--- src/rtl/add_pipe_nbit_if.sv ---
// Handshake/operand bundle for add_pipe_nbit: upstream operand channel and downstream result channel.
interface add_pipe_nbit_if #(
  parameter int WIDTH = 16
);
  logic             valid_in;
  logic             ready_out;
  logic [WIDTH-1:0] a_in;
  logic [WIDTH-1:0] b_in;
  logic             carry_in;
  logic             sub_in;
  logic             valid_out;
  logic             ready_in;
  logic [WIDTH-1:0] sum_out;
  logic             carry_out;
  logic             ovf_out;

  modport slave (
    input  valid_in, a_in, b_in, carry_in, sub_in, ready_in,
    output ready_out, valid_out, sum_out, carry_out, ovf_out
  );

  modport master (
    output valid_in, a_in, b_in, carry_in, sub_in, ready_in,
    input  ready_out, valid_out, sum_out, carry_out, ovf_out
  );
endinterface

--- src/rtl/add_pipe_nbit.sv ---
// Pipelined WIDTH-bit add/subtract: one CW-bit carry-propagate chunk per stage, whole pipe
// freezes when the registered result is held by downstream.
module add_pipe_nbit #(
  parameter int WIDTH  = 16,
  parameter int STAGES = 4
) (
  input logic           clk_in,
  input logic           rst_in,
  add_pipe_nbit_if.slave io
);
  localparam int CW = WIDTH / STAGES;

  logic [STAGES:0] vld_pipe;
  logic            en;

  assign vld_pipe[0]  = io.valid_in;
  assign en           = !(vld_pipe[STAGES] && !io.ready_in);
  assign io.ready_out = en;

  for (genvar k = 0; k < STAGES; k++) begin : g_stg
    localparam int LO  = k * CW;     // result bits already resolved upstream
    localparam int REM = WIDTH - LO; // operand bits still pending, incl. this chunk

    logic [REM-1:0]     a_rem;
    logic [REM-1:0]     b_rem;
    logic               c_prev;
    logic [CW:0]        add_res;
    logic [LO+CW-1:0]   sum_nxt;
    logic [LO+CW-1:0]   sum_d, sum_q;
    logic               carry_d, carry_q;
    logic               vld_d, vld_q;

    if (k == 0) begin : g_src
      assign a_rem   = io.a_in;
      assign b_rem   = io.sub_in ? ~io.b_in : io.b_in;
      assign c_prev  = io.sub_in | io.carry_in;
      assign sum_nxt = add_res[CW-1:0];
    end else begin : g_src
      assign a_rem   = g_stg[k-1].g_fwd.a_fwd_q;
      assign b_rem   = g_stg[k-1].g_fwd.b_fwd_q;
      assign c_prev  = g_stg[k-1].carry_q;
      assign sum_nxt = {add_res[CW-1:0], g_stg[k-1].sum_q};
    end

    assign add_res      = {1'b0, a_rem[CW-1:0]} + {1'b0, b_rem[CW-1:0]} + {{CW{1'b0}}, c_prev};
    assign vld_pipe[k+1] = vld_q;

    always_comb begin
      vld_d   = vld_q;
      carry_d = carry_q;
      sum_d   = sum_q;
      if (en) begin
        vld_d   = vld_pipe[k];
        carry_d = add_res[CW];
        sum_d   = sum_nxt;
      end
    end

    always_ff @(posedge clk_in) begin
      if (rst_in) begin
        vld_q   <= 1'b0;
        carry_q <= 1'b0;
        sum_q   <= '0;
      end else begin
        vld_q   <= vld_d;
        carry_q <= carry_d;
        sum_q   <= sum_d;
      end
    end

    if (k < STAGES - 1) begin : g_fwd
      // Skew registers carry the not-yet-added upper operand chunks alongside.
      logic [REM-CW-1:0] a_fwd_d, a_fwd_q;
      logic [REM-CW-1:0] b_fwd_d, b_fwd_q;

      always_comb begin
        a_fwd_d = a_fwd_q;
        b_fwd_d = b_fwd_q;
        if (en) begin
          a_fwd_d = a_rem[REM-1:CW];
          b_fwd_d = b_rem[REM-1:CW];
        end
      end

      always_ff @(posedge clk_in) begin
        if (rst_in) begin
          a_fwd_q <= '0;
          b_fwd_q <= '0;
        end else begin
          a_fwd_q <= a_fwd_d;
          b_fwd_q <= b_fwd_d;
        end
      end
    end else begin : g_last
      logic ovf_d, ovf_q;

      always_comb begin
        ovf_d = ovf_q;
        if (en)
          ovf_d = (a_rem[CW-1] == b_rem[CW-1]) && (add_res[CW-1] != a_rem[CW-1]);
      end

      always_ff @(posedge clk_in) begin
        if (rst_in) ovf_q <= 1'b0;
        else        ovf_q <= ovf_d;
      end
    end
  end

  assign io.valid_out = vld_pipe[STAGES];
  assign io.sum_out   = g_stg[STAGES-1].sum_q;
  assign io.carry_out = g_stg[STAGES-1].carry_q;
  assign io.ovf_out   = g_stg[STAGES-1].g_last.ovf_q;
endmodule

--- src/flat_wrapper.sv ---
// flat-port wrapper written by rule: the top's interface ports become plain ports
module add_pipe_nbit_flat 
#(
  parameter int WIDTH  = 16,
  parameter int STAGES = 4
)
  (clk_in, rst_in, io_valid_in, io_a_in, io_b_in, io_carry_in, io_sub_in, io_ready_in, io_ready_out, io_valid_out, io_sum_out, io_carry_out, io_ovf_out);
  add_pipe_nbit_if #(.WIDTH(WIDTH)) io_i ();
  input logic clk_in;
  input logic rst_in;
  input wire logic [$bits(io_i.valid_in)-1:0] io_valid_in;
  input wire logic [$bits(io_i.a_in)-1:0] io_a_in;
  input wire logic [$bits(io_i.b_in)-1:0] io_b_in;
  input wire logic [$bits(io_i.carry_in)-1:0] io_carry_in;
  input wire logic [$bits(io_i.sub_in)-1:0] io_sub_in;
  input wire logic [$bits(io_i.ready_in)-1:0] io_ready_in;
  output wire logic [$bits(io_i.ready_out)-1:0] io_ready_out;
  output wire logic [$bits(io_i.valid_out)-1:0] io_valid_out;
  output wire logic [$bits(io_i.sum_out)-1:0] io_sum_out;
  output wire logic [$bits(io_i.carry_out)-1:0] io_carry_out;
  output wire logic [$bits(io_i.ovf_out)-1:0] io_ovf_out;
  assign io_i.valid_in = io_valid_in;
  assign io_i.a_in = io_a_in;
  assign io_i.b_in = io_b_in;
  assign io_i.carry_in = io_carry_in;
  assign io_i.sub_in = io_sub_in;
  assign io_i.ready_in = io_ready_in;
  assign io_ready_out = io_i.ready_out;
  assign io_valid_out = io_i.valid_out;
  assign io_sum_out = io_i.sum_out;
  assign io_carry_out = io_i.carry_out;
  assign io_ovf_out = io_i.ovf_out;
  add_pipe_nbit #(.WIDTH(WIDTH), .STAGES(STAGES)) u_core (.clk_in(clk_in), .rst_in(rst_in), .io(io_i));
endmodule
--- config.mk ---
export PLATFORM = sky130hd
export DESIGN_NAME = add_pipe_nbit_flat
export DESIGN_NICKNAME = d
export VERILOG_FILES = /design/src/rtl/add_pipe_nbit_if.sv /design/src/rtl/add_pipe_nbit.sv /design/src/flat_wrapper.sv
export SDC_FILE = /design/constraint.sdc
export NUM_CORES = 1
export LEC_CHECK = 0
export ABC_AREA = 1
export CORE_ASPECT_RATIO = 0.7
export CORE_UTILIZATION = 45
export DETAILED_ROUTE_END_ITERATION = 10
export HOLD_SLACK_MARGIN = 0.02
export PLACE_DENSITY = 0.68
export SYNTH_ARGS = -nofsm -noshare
export SYNTH_HDL_FRONTEND = slang
export SYNTH_SLANG_ARGS = --single-unit
export TNS_END_PERCENT = 5
--- constraint.sdc ---
create_clock -name clk_in -period 3.1 [get_ports clk_in]
set_clock_uncertainty 0.1 [all_clocks]
set_input_delay 0.31 -clock clk_in [delete_from_list [all_inputs] [get_ports clk_in]]
set_output_delay 0.31 -clock clk_in [all_outputs]
set_load 0.02 [all_outputs]
## Word level (Yosys, flattened, before mapping)

Index checks and enable logic that the tools add are counted.
W data, S select, Z words.

- Add/subtract/negate cells: 8
- Eq/ne operators: 2
- Multiplexer cells: 1
- Bitwise operators: 2
- Reduce and logical (&&, ||, !) cells: 4

Operator list:

| kind | number |
|---|---|
| $add A4 B4 Y5 | 4 |
| $add A5 B1 Y5 | 4 |
| $mux W16 | 1 |
| $not A16 Y16 | 1 |
| $logic_and A1 B1 Y1 | 2 |
| $logic_not A1 Y1 | 2 |
| $eq A1 B1 Y1 | 1 |
| $ne A1 B1 Y1 | 1 |
| $or A1 B1 Y1 | 1 |

- Flip-flop bits (word level): 97
- Input port bits: 38
- Output and inout bits: 20

## Logic depth before layout (Yosys ltp)

- Depth in word-level cells: 4
- Depth in mapped cells: 10
- Gate-level depth less buffers: 8

## Least setup slack after synthesis

Ideal clock, no wire load.

- Path kind: input to register
- From: input port io_sub_in
- To: register u_core.g_stg[0].carry_q
- Library setup time: 0.114 ns
- Arrival time: 2.000 ns
- Slack: 0.886 ns
- Cell stages on the path: 9
- Cells stage by stage: buf_4 -> buf_6 -> or2_2 -> fa_1 -> fa_1 -> nand3_1 -> a21oi_1 -> a21oi_1 -> nor2_1

- Word-level cells in the longest chain between the ends: 3

Ends and longest elaborated chain:

| what | RTL line | text |
|---|---|---|
| start: declaration | flat_wrapper.sv:15 | `input wire logic [$bits(io_i.sub_in)-1:0] io_sub_in;` |
| $mux W16 | add_pipe_nbit.sv:35 | `assign b_rem = io.sub_in ? ~io.b_in : io.b_in;` |
| $add A4 B4 Y5 | add_pipe_nbit.sv:45 | `assign add_res = {1'b0, a_rem[CW-1:0]} + {1'b0, b_rem[CW-1:0]} + {{CW{1'b0}}, c_prev};` |
| $add A5 B1 Y5 (*) | add_pipe_nbit.sv:45 |  |
| end signal: assignment | add_pipe_nbit.sv:66 | `carry_q <= carry_d;` |
| end: declaration | add_pipe_nbit.sv:30 | `logic carry_d, carry_q;` |

Every way passes the cells marked *; elsewhere a longest branch is shown, timed or not.
A chain may end at the register's enable or synchronous reset.

## Worst setup path after layout

Same ends and word-level chain as after synthesis.

==> flow_metrics.tcl <==
set metrics [dict create \
    rrSetupSlack_ns 1.25 \
    rows 28 \
    grt_use_total_pct 18.5 \
    slowest_delay_ns 0.47 \
    worstPathCellList "clkdlybuf4s50_1, or2_2, fa_1, fa_1, nand3_1, a21oi_1, a21oi_1, nor2_1" \
    worst_pin_slew_ns 0.719 \
    dp_hpwl_um 5290 \
    cts_tree "built" \
    gr-total-overflow 0 \
    power.static_leakage_nw 2.21 \
    dp_cells 640 \
    cts_hold_buffers 0 \
    layout_commonest_cell "nor2_1" \
    drive_gt1_share_pct 4.29 \
    io_buffer_count 57 \
    setup_tns_ns 0 \
    worst_ir_drop_vdd_mv 0.292 \
    grt_pass1_vias 2881 \
    placed_cell_area_mm2 0.00461 \
    start_kind "input port" \
    hold_viol_final 0 \
    critical-path-top-delay-family "adder cells" \
    synthCells 492 \
    die_x_um 116 \
    die_h_um 81.6 \
    outcome "complete, no violations" \
    grt_pass1_wl_um 13300 \
    numCtsBuffers 9 \
    hp-class "flop to flop" \
    die_area_mm2 0.00944 \
    cts_root_buf "clkbuf_16" \
    post-route-cell-area_mm2 0.00490 \
    ys_seq_area_share_pct 47.7 \
    pin_count 58 \
    htree_levels 3 \
    layout_min_cycle_time_ns 2.21 \
    cts_setup_buffers 0 \
    area_growth_pct 20.4 \
    power_mw 2.80 \
    end_kind "flop" \
    ys_types 23 \
    period_share_pct 71.2 \
    max_freq_ghz 0.453 \
    drv_cap 0 \
    power_density_mw_per_mm2 572 \
    critical_path_required_ns 3.22 \
    diodes 0 \
    gp_congestion 0.834 \
    power_frac_seq_pct 49.8 \
    drt-total-wl_um 8050 \
    drcViolationCount 0 \
    vias 3219 \
    cp_slowest_cell "clkdlybuf4s50_1" \
    layout.cells.non_filler 656 \
    worstPathMaxFanout 3 \
    avgSynthCellArea_um2 8.28 \
    final_cell_mix "nor2_1, dfxtp_1, o21ai_0" \
    start_util_pct 47.2 \
    cts_resized 0 \
    cts.path.max_buffers 2 \
    pwr-share-clk_pct 38.3 \
    syn_nets 550 \
    clkSinkCount 97 \
    grt_start_max_net_pins 111 \
    combPwrFrac_pct 11.9 \
    ys_warn_count 0 \
    crit_buf_inv 1 \
    fill_cells 838 \
    arrival_ns 2.33 \
    nNetsFinal 589 \
    grt_antenna_before_repair 0 \
    sw_frac_of_total_pct 23.7 \
    viasPerCell 4.91 \
    dr.pass1.iters 6 \
    drtIter0Drc 199 \
    worstSkewPairLatency_ns 0.34 \
    internal_power_mw 2.14 \
    crit_type "input port to flop" \
    clkSlewWorstSetupHoldPaths_ns 0.06 \
    relSlewSlack_pct 52.0 \
    drv_slew 0 \
    setup_viol_count_final 0 \
    rsz0062_at_grt "no" \
    ant_nets 0 \
    coreArea_mm2 0.00862 \
    ys_seq_elements 97 \
    p_sw_uw 665 \
    wl_per_cell_um 12.3 \
    syn_area_mm2 0.00407 \
    hold_slack_ns 0.376 \
]
-- synth_stat cells, drive strengths merged --
library cell,number,area (µm²)
a21oi,32,160
xnor2,15,131
nor2,145,552
inv,18,67.6
nand2,17,63.8
dfxtp,97,1940
xor2,5,43.8
o21bai,3,22.5
buf,30,229
o21ai,93,465
nor3,1,5.00
clkbuf,3,11.3
fa,8,160
ha,12,150
or2,1,6.26
nand3,11,55.1
nand4,1,6.26
-- worst paths after layout --
path | from | end | depth (start not counted)
max | io_sub_in | u_core.g_stg[0].carry_q | 8
min | u_core.g_stg[2].sum_q[8] | u_core.g_stg[2].sum_q[8] | 2
min reg2reg | u_core.g_stg[2].sum_q[8] | u_core.g_stg[2].sum_q[8] | 2
max reg2reg | u_core.g_stg[2].g_fwd.b_fwd_q[0] | u_core.io.carry_out | 6
-- state kept, by name (all words and copies together) (netlist names) --
name / cells
u_core.g_stg.g_fwd.b_fwd_q: 24
u_core.io.sum_out: 16
u_core.g_stg.carry_q: 3
u_core.g_stg.sum_q: 24
u_core.g_stg.g_fwd.a_fwd_q: 24
u_core.io.carry_out: 1
u_core.g_stg.vld_q: 3
u_core.io.ovf_out: 1
u_core.io.valid_out: 1
-- layer usage --
| metal | share of wire [%] | global-route usage (%) | vias to the layer above |
|---|---|---|---|
| li1 | - | - | 1679 |
| met4 | 1.6 | 7.95 | 0 |
| met2 | 42 | 28.4 | 76 |
| met3 | 4.7 | 6.20 | 17 |
| met5 | 0 | 0 | - |
| met1 | 52 | 23.7 | 1447 |
-- worst reg2reg max path, stage by stage, from the launching register on --
cell     delay [ns]
dfxtp_1        0.33
fa_1           0.46
fa_1           0.42
nand2_1        0.09
a21oi_1        0.07
nor3_1         0.20
nor2_1         0.07
-- cell families after synthesis --
| logic type | count (synthesis) | synth area share, % |
|---|---|---|
| simple gates | 176 | 16.9 |
| compound gates | 128 | 15.9 |
| flops | 97 | 47.7 |
| buf+inv | 51 | 7.56 |
| xor+xnor | 20 | 4.30 |
| fa+ha+maj | 20 | 7.62 |
-- layout make-up --
class	count	area, µm²	area share [%]
flip-flops and latches	97	1940	39.6
repair buffers	61	626	12.8
well taps	120	150	3.06
clock inverters	2	10.0	0.204
multi-input cells	344	1820	37.2
clock buffers	14	284	5.80
inverters	18	67.6	1.38
-- power groups by stage --
stage               clock network (mW)  logic [mW]  registers [mW]
finish                            1.07       0.333            1.40
global route                      1.14       0.376            1.41
CTS                               1.10       0.335            1.40
detailed placement                   0       0.334            1.42
global placement                     0       0.325            1.42
floorplan                            0       0.200            1.43
-- per-stage QoR --
step,utilization (%),setup WS [ns]
after floorplan,-,0.886
after global placement,53.5,0.564
after detailed placement,53.5,0.541
after CTS,56.9,0.901
after global routing,56.9,0.820
final,56.9,0.894
No activity file was read; power rests on OpenSTA's default activity.
